## src/rtl/button_event_conditioner.sv

```systemverilog
// button_event_conditioner
//   Front-end for the two handlebar buttons. Each raw active-low pin is
//   synchronised, debounced and classified into single-cycle pulses:
//   short press (on release), long press (after LONG_CYCLES of hold) and
//   a both-buttons chord. Purely HCLK-domain, no bus interface.
// Ports
//   HCLK, HRESETn          clock, async active-low reset
//   nMode, nTrip           raw button pins, asynchronous, 0 = pressed
//   mode_level, trip_level debounced state, 1 = pressed
//   mode_press, trip_press short-press pulse, fires after release
//   mode_long, trip_long   long-hold pulse
//   both_press             chord pulse

// btn_chan: one button's synchroniser, debouncer and press classifier.
//   n_pin_i      raw pin, 0 = pressed
//   chord_fire_i chord detected this cycle; forces SUPPRESS
//   level_o      debounced level, 1 = pressed
//   press_o      short-press pulse
//   long_o       long-press pulse
//   supp_o       channel is in SUPPRESS
module btn_chan #(
  parameter int DEBOUNCE_CYCLES = 820,
  parameter int LONG_CYCLES     = 16384,
  parameter int CNT_W           = 16
) (
  input  logic HCLK,
  input  logic HRESETn,
  input  logic n_pin_i,
  input  logic chord_fire_i,
  output logic level_o,
  output logic press_o,
  output logic long_o,
  output logic supp_o
);
  localparam logic [CNT_W-1:0] DEB_MAX  = CNT_W'(DEBOUNCE_CYCLES - 1);
  localparam logic [CNT_W-1:0] LONG_MAX = CNT_W'(LONG_CYCLES - 1);

  typedef enum logic [1:0] {IDLE, HELD, LONG, SUPPRESS} state_t;

  logic             s1_q, s2_q;
  logic             stable_q;
  logic [CNT_W-1:0] db_cnt_q;
  logic [CNT_W-1:0] hold_q;
  logic             press_q, long_q;
  state_t           state_q;
  logic             sync_pressed;

  assign sync_pressed = ~s2_q;

  // Synchroniser + debouncer. Stable flips on the DEBOUNCE_CYCLES-th
  // consecutive disagreeing cycle; any agreement restarts the count.
  always_ff @(posedge HCLK or negedge HRESETn) begin
    if (!HRESETn) begin
      s1_q     <= 1'b1;
      s2_q     <= 1'b1;
      stable_q <= 1'b0;
      db_cnt_q <= '0;
    end else begin
      s1_q <= n_pin_i;
      s2_q <= s1_q;
      if (sync_pressed != stable_q) begin
        if (db_cnt_q == DEB_MAX) begin
          stable_q <= ~stable_q;
          db_cnt_q <= '0;
        end else begin
          db_cnt_q <= db_cnt_q + 1'b1;
        end
      end else begin
        db_cnt_q <= '0;
      end
    end
  end

  // Press classifier. The chord overrides every other transition so a
  // coincident long threshold never produces its own pulse.
  always_ff @(posedge HCLK or negedge HRESETn) begin
    if (!HRESETn) begin
      state_q <= IDLE;
      hold_q  <= '0;
      press_q <= 1'b0;
      long_q  <= 1'b0;
    end else begin
      press_q <= 1'b0;
      long_q  <= 1'b0;
      if (chord_fire_i) begin
        state_q <= SUPPRESS;
      end else begin
        case (state_q)
          IDLE: if (stable_q) begin
            state_q <= HELD;
            hold_q  <= '0;
          end
          HELD: if (!stable_q) begin
            state_q <= IDLE;
            press_q <= 1'b1;
          end else if (hold_q == LONG_MAX) begin
            state_q <= LONG;
            long_q  <= 1'b1;
          end else begin
            // never passes LONG_MAX, so the counter saturates by construction
            hold_q <= hold_q + 1'b1;
          end
          LONG:     if (!stable_q) state_q <= IDLE;
          SUPPRESS: if (!stable_q) state_q <= IDLE;
          default:  state_q <= IDLE;
        endcase
      end
    end
  end

  assign level_o = stable_q;
  assign press_o = press_q;
  assign long_o  = long_q;
  assign supp_o  = (state_q == SUPPRESS);
endmodule

module button_event_conditioner #(
  parameter int DEBOUNCE_CYCLES = 820,
  parameter int CHORD_CYCLES    = 328,
  parameter int LONG_CYCLES     = 16384,
  parameter int CNT_W           = 16
) (
  input  logic HCLK,
  input  logic HRESETn,
  input  logic nMode,
  input  logic nTrip,
  output logic mode_level,
  output logic trip_level,
  output logic mode_press,
  output logic trip_press,
  output logic mode_long,
  output logic trip_long,
  output logic both_press
);
  localparam int NUM_BTN = 2;  // index 0 = Mode, 1 = Trip
  localparam logic [CNT_W-1:0] CHORD_MAX = CNT_W'(CHORD_CYCLES - 1);

  logic [NUM_BTN-1:0] n_pin, lvl, press, lng, supp;
  logic [CNT_W-1:0]   chord_cnt_q;
  logic               both_q;
  logic               chord_arm, chord_fire;

  assign n_pin = {nTrip, nMode};

  for (genvar i = 0; i < NUM_BTN; i++) begin : g_btn
    btn_chan #(
      .DEBOUNCE_CYCLES(DEBOUNCE_CYCLES),
      .LONG_CYCLES    (LONG_CYCLES),
      .CNT_W          (CNT_W)
    ) u_chan (
      .HCLK        (HCLK),
      .HRESETn     (HRESETn),
      .n_pin_i     (n_pin[i]),
      .chord_fire_i(chord_fire),
      .level_o     (lvl[i]),
      .press_o     (press[i]),
      .long_o      (lng[i]),
      .supp_o      (supp[i])
    );
  end

  // Gating on SUPPRESS keeps the chord from re-firing until both buttons
  // have been released back to IDLE.
  assign chord_arm  = (&lvl) && ~(|supp);
  assign chord_fire = chord_arm && (chord_cnt_q == CHORD_MAX);

  always_ff @(posedge HCLK or negedge HRESETn) begin
    if (!HRESETn) begin
      chord_cnt_q <= '0;
      both_q      <= 1'b0;
    end else begin
      both_q <= chord_fire;
      if (chord_arm && !chord_fire) chord_cnt_q <= chord_cnt_q + 1'b1;
      else                          chord_cnt_q <= '0;
    end
  end

  assign mode_level = lvl[0];
  assign trip_level = lvl[1];
  assign mode_press = press[0];
  assign trip_press = press[1];
  assign mode_long  = lng[0];
  assign trip_long  = lng[1];
  assign both_press = both_q;
endmodule

```

## config.mk

```make
export PLATFORM = sky130hd
export DESIGN_NAME = button_event_conditioner
export DESIGN_NICKNAME = d
export VERILOG_FILES = /design/src/rtl/button_event_conditioner.sv
export SDC_FILE = /design/constraint.sdc
export NUM_CORES = 1
export LEC_CHECK = 0
export CORE_UTILIZATION = 56
export CTS_CLUSTER_DIAMETER = 150
export CTS_CLUSTER_SIZE = 16
export DETAILED_ROUTE_END_ITERATION = 10
export GPL_TIMING_DRIVEN = 0
export MAX_ROUTING_LAYER = met4
export PLACE_DENSITY = 0.77
export SETUP_SLACK_MARGIN = 0.05
export SLEW_MARGIN = 20
export SYNTH_ARGS = -nofsm -noshare
export SYNTH_HDL_FRONTEND = slang
export SYNTH_SLANG_ARGS = --single-unit
```

## constraint.sdc

```tcl
create_clock -name HCLK -period 1.8 [get_ports HCLK]
set_input_delay 0.36 -clock HCLK [delete_from_list [all_inputs] [get_ports HCLK]]
set_output_delay 0.36 -clock HCLK [all_outputs]
set_load 0.02 [all_outputs]
```

==> metrics.yaml, run 1 <==
status:
  outcome: "finished, violations left"
  violations: "negative setup slack"
global_route:
  grt_max_degree: 65
  grt_use_total: 0.265
  grt.overflow.total: 0
  antenna_found_initial: 0
  grt_pass1_vias: 3785
  grt_pass1_wl_mm: 17.5
placed_design:
  globalplace.congestion: 0.834
  io_buffer_count: 10
  pre_cts_ws_ps: -268
  hpwl_mm: 6.49
setup_path:
  cp.arrival_ps: 2260
  crit_type: "reg -> reg"
  r2r_slack_ps: -180
  worstPathCellList: "nor2b_1 -> o211ai_4 -> nand2b_4 -> buf_8 -> o41ai_2"
  worstPathMaxFanout: 5
  start_kind: "flop"
  crit_family: "simple AND/OR/NAND/NOR gates"
  cp.required_ps: 2070
  cp.buffers_inverters: 1
  max_stage_delay_ps: 560
  cp-end-kind: "flop"
  slowest_stage: "nor2b_1"
pwr:
  p_int_mw: 2.90
  p_leak_nw: 2.52
  net-switching-power_mw: 0.850
  swShare: 0.227
  seqPwrFrac: 0.578
  ir_worst_vdd_mv: 0.427
  comb_power_share: 0.025
  power_density_mw_per_mm2: 619
  pwr-share-clk: 0.397
timing:
  rsz0062_at_grt: "true"
  final_hold_viol_count: 0
  fin_crit_sh: 1.10
  tns_ps: -3090
  period_needed_ps: 1980
  setup_viol: 31
  clock.fmax_mhz: 504
  clock_skew_ps: 14.6
  setup_ws_ps: -183
  slew_headroom: 0.581
  slew_viol_final: 0
  worst_slew_pin_slew_ps: 627
routing:
  post-route-drc-count: 0
  via_per_inst: 6.15
  dr.first_iter.drc_count: 157
  drtAntennaViolNets: 0
  post_drt_wl_per_cell_um: 17.8
  vias: 4045
  dr.pass1.iters: 5
  drt_wl_total_mm: 11.7
floorplanning:
  rows: 33
  io_pins: 11
  die_area_mm2: 0.00884
  die_width_um: 94.0
  initial_utilization: 0.577
  fp.dieH_um: 94.0
  core_mm2: 0.00822
yosys:
  synth_cell_type_count: 53
  yosys_warnings: 0
  avgSynthCellArea_um2: 9.54
  synthFlopType: "dfrtp_1"
  syn-num-nets: 506
  synth_top_cell_area_share: 0.480
  async_flop_share: 1.00
  synth_edf_count: 0
  yosysSeqAreaShare: 0.503
  syn_inst: 497
  synth_top_cells_by_area: "dfrtp_1 (48%), nor2_1 (6.0%), xnor2_1 (4.1%), xor2_1 (4.1%), nand3_1 (3.7%)"
  syn_area_mm2: 0.00474
  ys_seq_elements: 95
  synth_largest_area_cell: "dfrtp_1"
finish:
  mostFrequentLayoutCell: "dfrtp_1"
  antennaDiodeCount: 0
  fillers: 503
  drive_above_1_share: 0.253
  area_delta_synth_final_pct: 27.7
  final_cell_mix: "dfrtp_1 (81), nor2_1 (75), nand2_1 (38)"
  nNetsFinal: 558
job:
  maxCapViolCount: 0
clock_network:
  clock_sinks: 95
  cts_buffers: 9
  htree_levels: 3
  clock-root-buffer: "clkbuf_8"
  clockBufferDepth: 2
  clock_latency_ps: 380
  clkTransAtPathRegs_ps: 100
  cts_tree: "built"
min_path:
  min_path_type: "reg -> reg"
-- sequential cells by signal, summed over array words and instances, names as in the netlist --
signal,flops
g_btn.u_chan.db_cnt_q,32
g_btn.u_chan.hold_q,32
chord_cnt_q,16
g_btn.u_chan.state_q,4
g_btn.u_chan.level_o,2
g_btn.u_chan.long_o,2
g_btn.u_chan.press_o,2
g_btn.u_chan.s1_q,2
g_btn.u_chan.s2_q,2
both_press,1
-- layout make-up --
cell class                      instances  area (µm²)  area share
Buffer                                 15         140      0.0231
Timing Repair Buffer                   41         443      0.0732
Tap cell                              105         131      0.0217
Inverter                               16        60.1     0.00992
Clock inverter                          4        53.8     0.00889
Clock buffer                           11         151      0.0250
Sequential cell                        95        2390       0.396
Multi-Input combinational cell        371        2680       0.443
-- layer usage --
metal  track usage  vias to the layer above  wire [µm]
met3        0.0518                       23        477
met4        0.0949                        0        233
li1              -                     1885          -
met2         0.415                       99       5900
met1         0.346                     2038       5100
met5             -                        -          0
-- power by group through the flow --
stage	Clock, mW	Combinational, mW	Sequential, mW
final	1.49	0.0935	2.17
after global routing	1.60	0.108	2.17
after detailed placement	0	0.0903	2.21
after global placement	0	0.0806	2.21
after CTS	1.50	0.0946	2.17
after floorplan	0	0.0273	2.20
-- per-stage QoR --
stage	hold WS [ps]	cell area, µm²	power [mW]	instances	utilization
after detailed placement	266	5020	2.30	613	0.610
final	361	6050	3.75	658	0.737
after CTS	361	5710	3.76	651	0.695
after global placement	347	4990	2.29	612	0.607
after global routing	365	6050	3.88	658	0.737
after floorplan	64.4	4760	2.23	497	-
-- path summary, 6_finish.rpt --
check / startpoint / cells after the start / end
max in group asynchronous: HRESETn / 3 / g_btn[1].u_chan.s1_q
min: g_btn[0].u_chan.s1_q / 0 / g_btn[0].u_chan.s2_q
min reg2reg: g_btn[0].u_chan.s1_q / 0 / g_btn[0].u_chan.s2_q
max reg2reg: g_btn[0].u_chan.state_q[0] / 5 / g_btn[0].u_chan.hold_q[7]
min in group asynchronous: HRESETn / 2 / g_btn[0].u_chan.db_cnt_q[4]
max: g_btn[0].u_chan.state_q[0] / 5 / g_btn[0].u_chan.hold_q[7]
-- worst reg2reg max path: stages, from the launching register on --
cell and delay [ps]:
dfrtp_1 490, nor2b_1 560, o211ai_4 210, nand2b_4 210, buf_8 140, o41ai_2 270
-- Yosys cell counts (3+ instances only) --
master    number
dfrtp_1       91
nor2_1        76
nand2_1       41
nand3_1       35
o21ai_0       24
xnor2_1       22
xor2_1        22
nand4_1       21
o31ai_1       17
and3_1        16
inv_1         16
nor3_1        13
nor4_1        10
clkbuf_1       8
or3_1          7
buf_2          6
ha_1           5
o211ai_1       5
a31oi_1        4
dfstp_2        4
or2_2          4
a21oi_1        3
a22o_1         3
nand3_2        3
-- timing repair --
action,in CTS,in global routing
resized for setup,69,54
gates cloned,1,2
pin swaps,16,22
hold endpoints to repair,29,0
setup buffers,21,5
endpoints found under the setup margin,68,68
hold buffers,1,0
-- cell families after synthesis --
family,count (synthesis),share of synthesized area
xor+xnor,44,0.0813
fa+ha+maj,5,0.0132
buf+inv,31,0.0264
flops,95,0.503
simple gates,244,0.260
compound gates,78,0.117
Note: power is estimated with default switching activity, not from simulation.
==> inputs of run 2 (changes only) <==
clock period = 1.59 ns   (was 1.8 ns; I/O delays follow)
==> run 2 against run 1 <==
Net effect:
- the run still ends with negative setup slack left
- total power increased by 18%
- cell count up 6.5%
- first-iteration DRC count increased by 110%
- hold slack got worse by 34 ps
- combinational power grew 45%
- global-route usage increased by 5.6 points
- largest cell class unchanged
- register-to-register slack got worse by 230 ps
- sequential power up 13%
==> metrics.yaml, run 2 (synthesis gave the netlist of run 1 again) <==
status:
  outcome: "finished, violations left"
  violations: "negative setup slack"
routing:
  drtAntennaViolNets: 0  # unchanged
  dr.first_iter.drc_count: 326  # +110%
  post_drt_wl_per_cell_um: 22.0  # +24%
  vias: 4612  # +14%
  dr.pass1.iters: 4  # -1
  post-route-drc-count: 0  # unchanged
  via_per_inst: 6.58  # +7.0%
  drt_wl_total_mm: 15.4  # +32%
setup_path:
  cp-startpoint: "chord_cnt_q[10]"
  worstReg2RegEnd: "g_btn[0].u_chan.hold_q[4]"
  r2r_slack_ps: -420  # -230 ps
  worstPathMaxFanout: 8  # +3
  cp.required_ps: 1870  # -200 ps
  max_stage_delay_ps: 460  # -100 ps
  cp.arrival_ps: 2280  # +20 ps
  slowest_stage: "dfrtp_1"
  start_kind: "flop"
  reg2reg_depth: 8  # +3
  crit_type: "reg -> reg"
  path_common_cell: "buf_6"
  worstPathCellList: "nor4_2 -> nand4_1 -> buf_6 -> buf_6 -> o21ai_4 -> buf_6 -> o31ai_4 -> o31ai_2"
  cp-end-kind: "flop"
  reg2reg_from: "chord_cnt_q[10]"
floorplanning:
  fp.dieH_um: 94.0  # unchanged
  io_pins: 11  # unchanged
  core_mm2: 0.00822  # unchanged
  die_area_mm2: 0.00884  # unchanged
  rows: 33  # unchanged
  die_width_um: 94.0  # unchanged
  initial_utilization: 0.577  # unchanged
pwr:
  p_total_mw: 4.43  # +18%
  p_int_mw: 3.39  # +17%
  power_density_mw_per_mm2: 661  # +6.8%
  comb_power_share: 0.031  # +0.006
  ir_worst_vdd_mv: 0.607  # +42%
  seqPwrFrac: 0.556  # -0.022
  net-switching-power_mw: 1.04  # +22%
  p_leak_nw: 2.85  # +13%
  swShare: 0.234  # +0.00750
  pwr-share-clk: 0.413  # +0.016
global_route:
  grt.overflow.total: 0  # unchanged
  grt_use_total: 0.322  # +0.0563
  grt_max_degree: 72  # +11%
  busiest_layer: "met2"
  met2_usage: 0.534  # +0.119
  antenna_found_initial: 0  # unchanged
  grt_pass1_wl_mm: 21.2  # +21%
  grtUsageMet3: 0.0542  # +0.00243
  grt_pass1_vias: 4396  # +16%
  met1_usage: 0.384  # +0.0381
min_path:
  hp-start: "nMode"
  min_path_type: "in -> reg"
  holdPathEnd: "g_btn[0].u_chan.s1_q"
  hold_path_depth: 1  # +1
timing:
  setup_viol: 54  # +74%
  setup_ws_ps: -415  # -232 ps
  final_hold_viol_count: 0  # unchanged
  clock_skew_ps: 11.1  # -3.56 ps
  worst_slew_pin_slew_ps: 629  # +1.25 ps
  rsz0062_at_grt: "true"
  slew_viol_final: 0  # unchanged
  fin_crit_sh: 1.26  # +0.159
  slew_headroom: 0.581  # about the same
  clock.fmax_mhz: 499  # -1.1%
  period_needed_ps: 2010  # +22.0 ps
finish:
  final_cell_mix: "dfrtp_1 (82), nor2_1 (74), buf_4 (50)"
  mostFrequentLayoutCell: "dfrtp_1"
  antennaDiodeCount: 0  # unchanged
  area_delta_synth_final_pct: 41.2
  drive_above_1_share: 0.364  # +0.111
  largest_registers: "g_btn.u_chan.db_cnt_q (32), g_btn.u_chan.hold_q (32), chord_cnt_q (16)"
  nNetsFinal: 600  # +7.5%
  stdcell_area_mm2: 0.00669  # +11%
clock_network:
  cts_tree: "built"
  clock_sinks: 95  # unchanged
  clkTransAtPathRegs_ps: 100  # about the same
  clockBufferDepth: 2  # unchanged
  clock_latency_ps: 380  # about the same
  clock-root-buffer: "clkbuf_8"
  cts_buffers: 9  # unchanged
  htree_levels: 3  # unchanged
placed_design:
  io_buffer_count: 10  # unchanged
  globalplace.congestion: 0.837  # +0.40%
  hpwl_mm: 6.51  # +0.41%
  place_area_mm2: 0.00514  # +2.6%
job:
  maxCapViolCount: 0  # unchanged
run 2: changes by cell type in the layout (fill, tap and decap cells not counted), moves of 7 or more:
| cell | change |
|---|---|
| buf_4 | +28 |
| buf_6 | +17 |
| o21ai_0 | -8 |
| clkdlybuf4s50_1 | -7 |
| dlygate4sd2_1 | +7 |
| nand3_1 | -7 |
run 2: worst max-delay path, delay by kind of cell (launching register included):
family          cells  cell delay, ps
flops               1             460
buf+inv             3             500
simple gates        2             520
compound gates      3             430
run 2: repair_timing:
| action | 4_1_cts | 5_1_grt |
|---|---|---|
| setup buffers | 47 | 20 |
| pin swaps | 38 | 33 |
| setup endpoints to repair | 82 | 80 |
| cloned | 7 | 0 |
| hold buffers | 1 | 0 |
| hold endpoints to repair | 22 | 0 |
| gates resized for setup | 121 | 62 |
run 2: power by group through the flow:
stage / sequential (mW) / combinational (mW) / clock, mW
finish: 2.46 / 0.136 / 1.83
detailed placement: 2.50 / 0.104 / 0
global route: 2.46 / 0.155 / 1.93
floorplan: 2.50 / 0.0312 / 0
CTS: 2.45 / 0.113 / 1.81
global placement: 2.50 / 0.0928 / 0
run 2: metal layers:
metal,up-vias,share of wire
met5,-,0
met4,0,0.054
met3,95,0.068
met2,281,0.51
met1,2272,0.37
li1,1964,-
run 2: per-stage QoR:
step                      setup TNS (ps)  std cells  worst slack, ps  hold WS [ps]  utilization
final                             -14200        701             -415           328        0.815
after global routing              -18980        701             -516           330        0.815
after CTS                          -5860        684             -266           340        0.762
after detailed placement          -19130        613             -480           196        0.626
after global placement           -320590        612            -3230           346        0.623
after floorplan                    -3250        497             -236          22.4            -
run 2: area by class of cell:
class                           count  area [µm²]
Buffer                             14         156
Clock buffer                       10         128
Clock inverter                      6        91.3
Fill cell                         382        1520
Inverter                           16        62.6
Multi-Input combinational cell    371        2930
Sequential cell                    95        2390
Tap cell                          105         131
Timing Repair Buffer               84         806
run 2: worst max-delay path by stage:
stage                                  to  slack (ps)  cells after the start
3_5_place_dp    g_btn[1].u_chan.hold_q[8]        -480                      6
2_1_floorplan   g_btn[1].u_chan.hold_q[8]        -240                      6
6_report        g_btn[0].u_chan.hold_q[4]        -420                      8
4_1_cts         g_btn[1].u_chan.hold_q[8]        -270                      7
5_1_grt        g_btn[1].u_chan.hold_q[15]        -520                      7
3_3_place_gp    g_btn[1].u_chan.hold_q[0]       -3230                      1
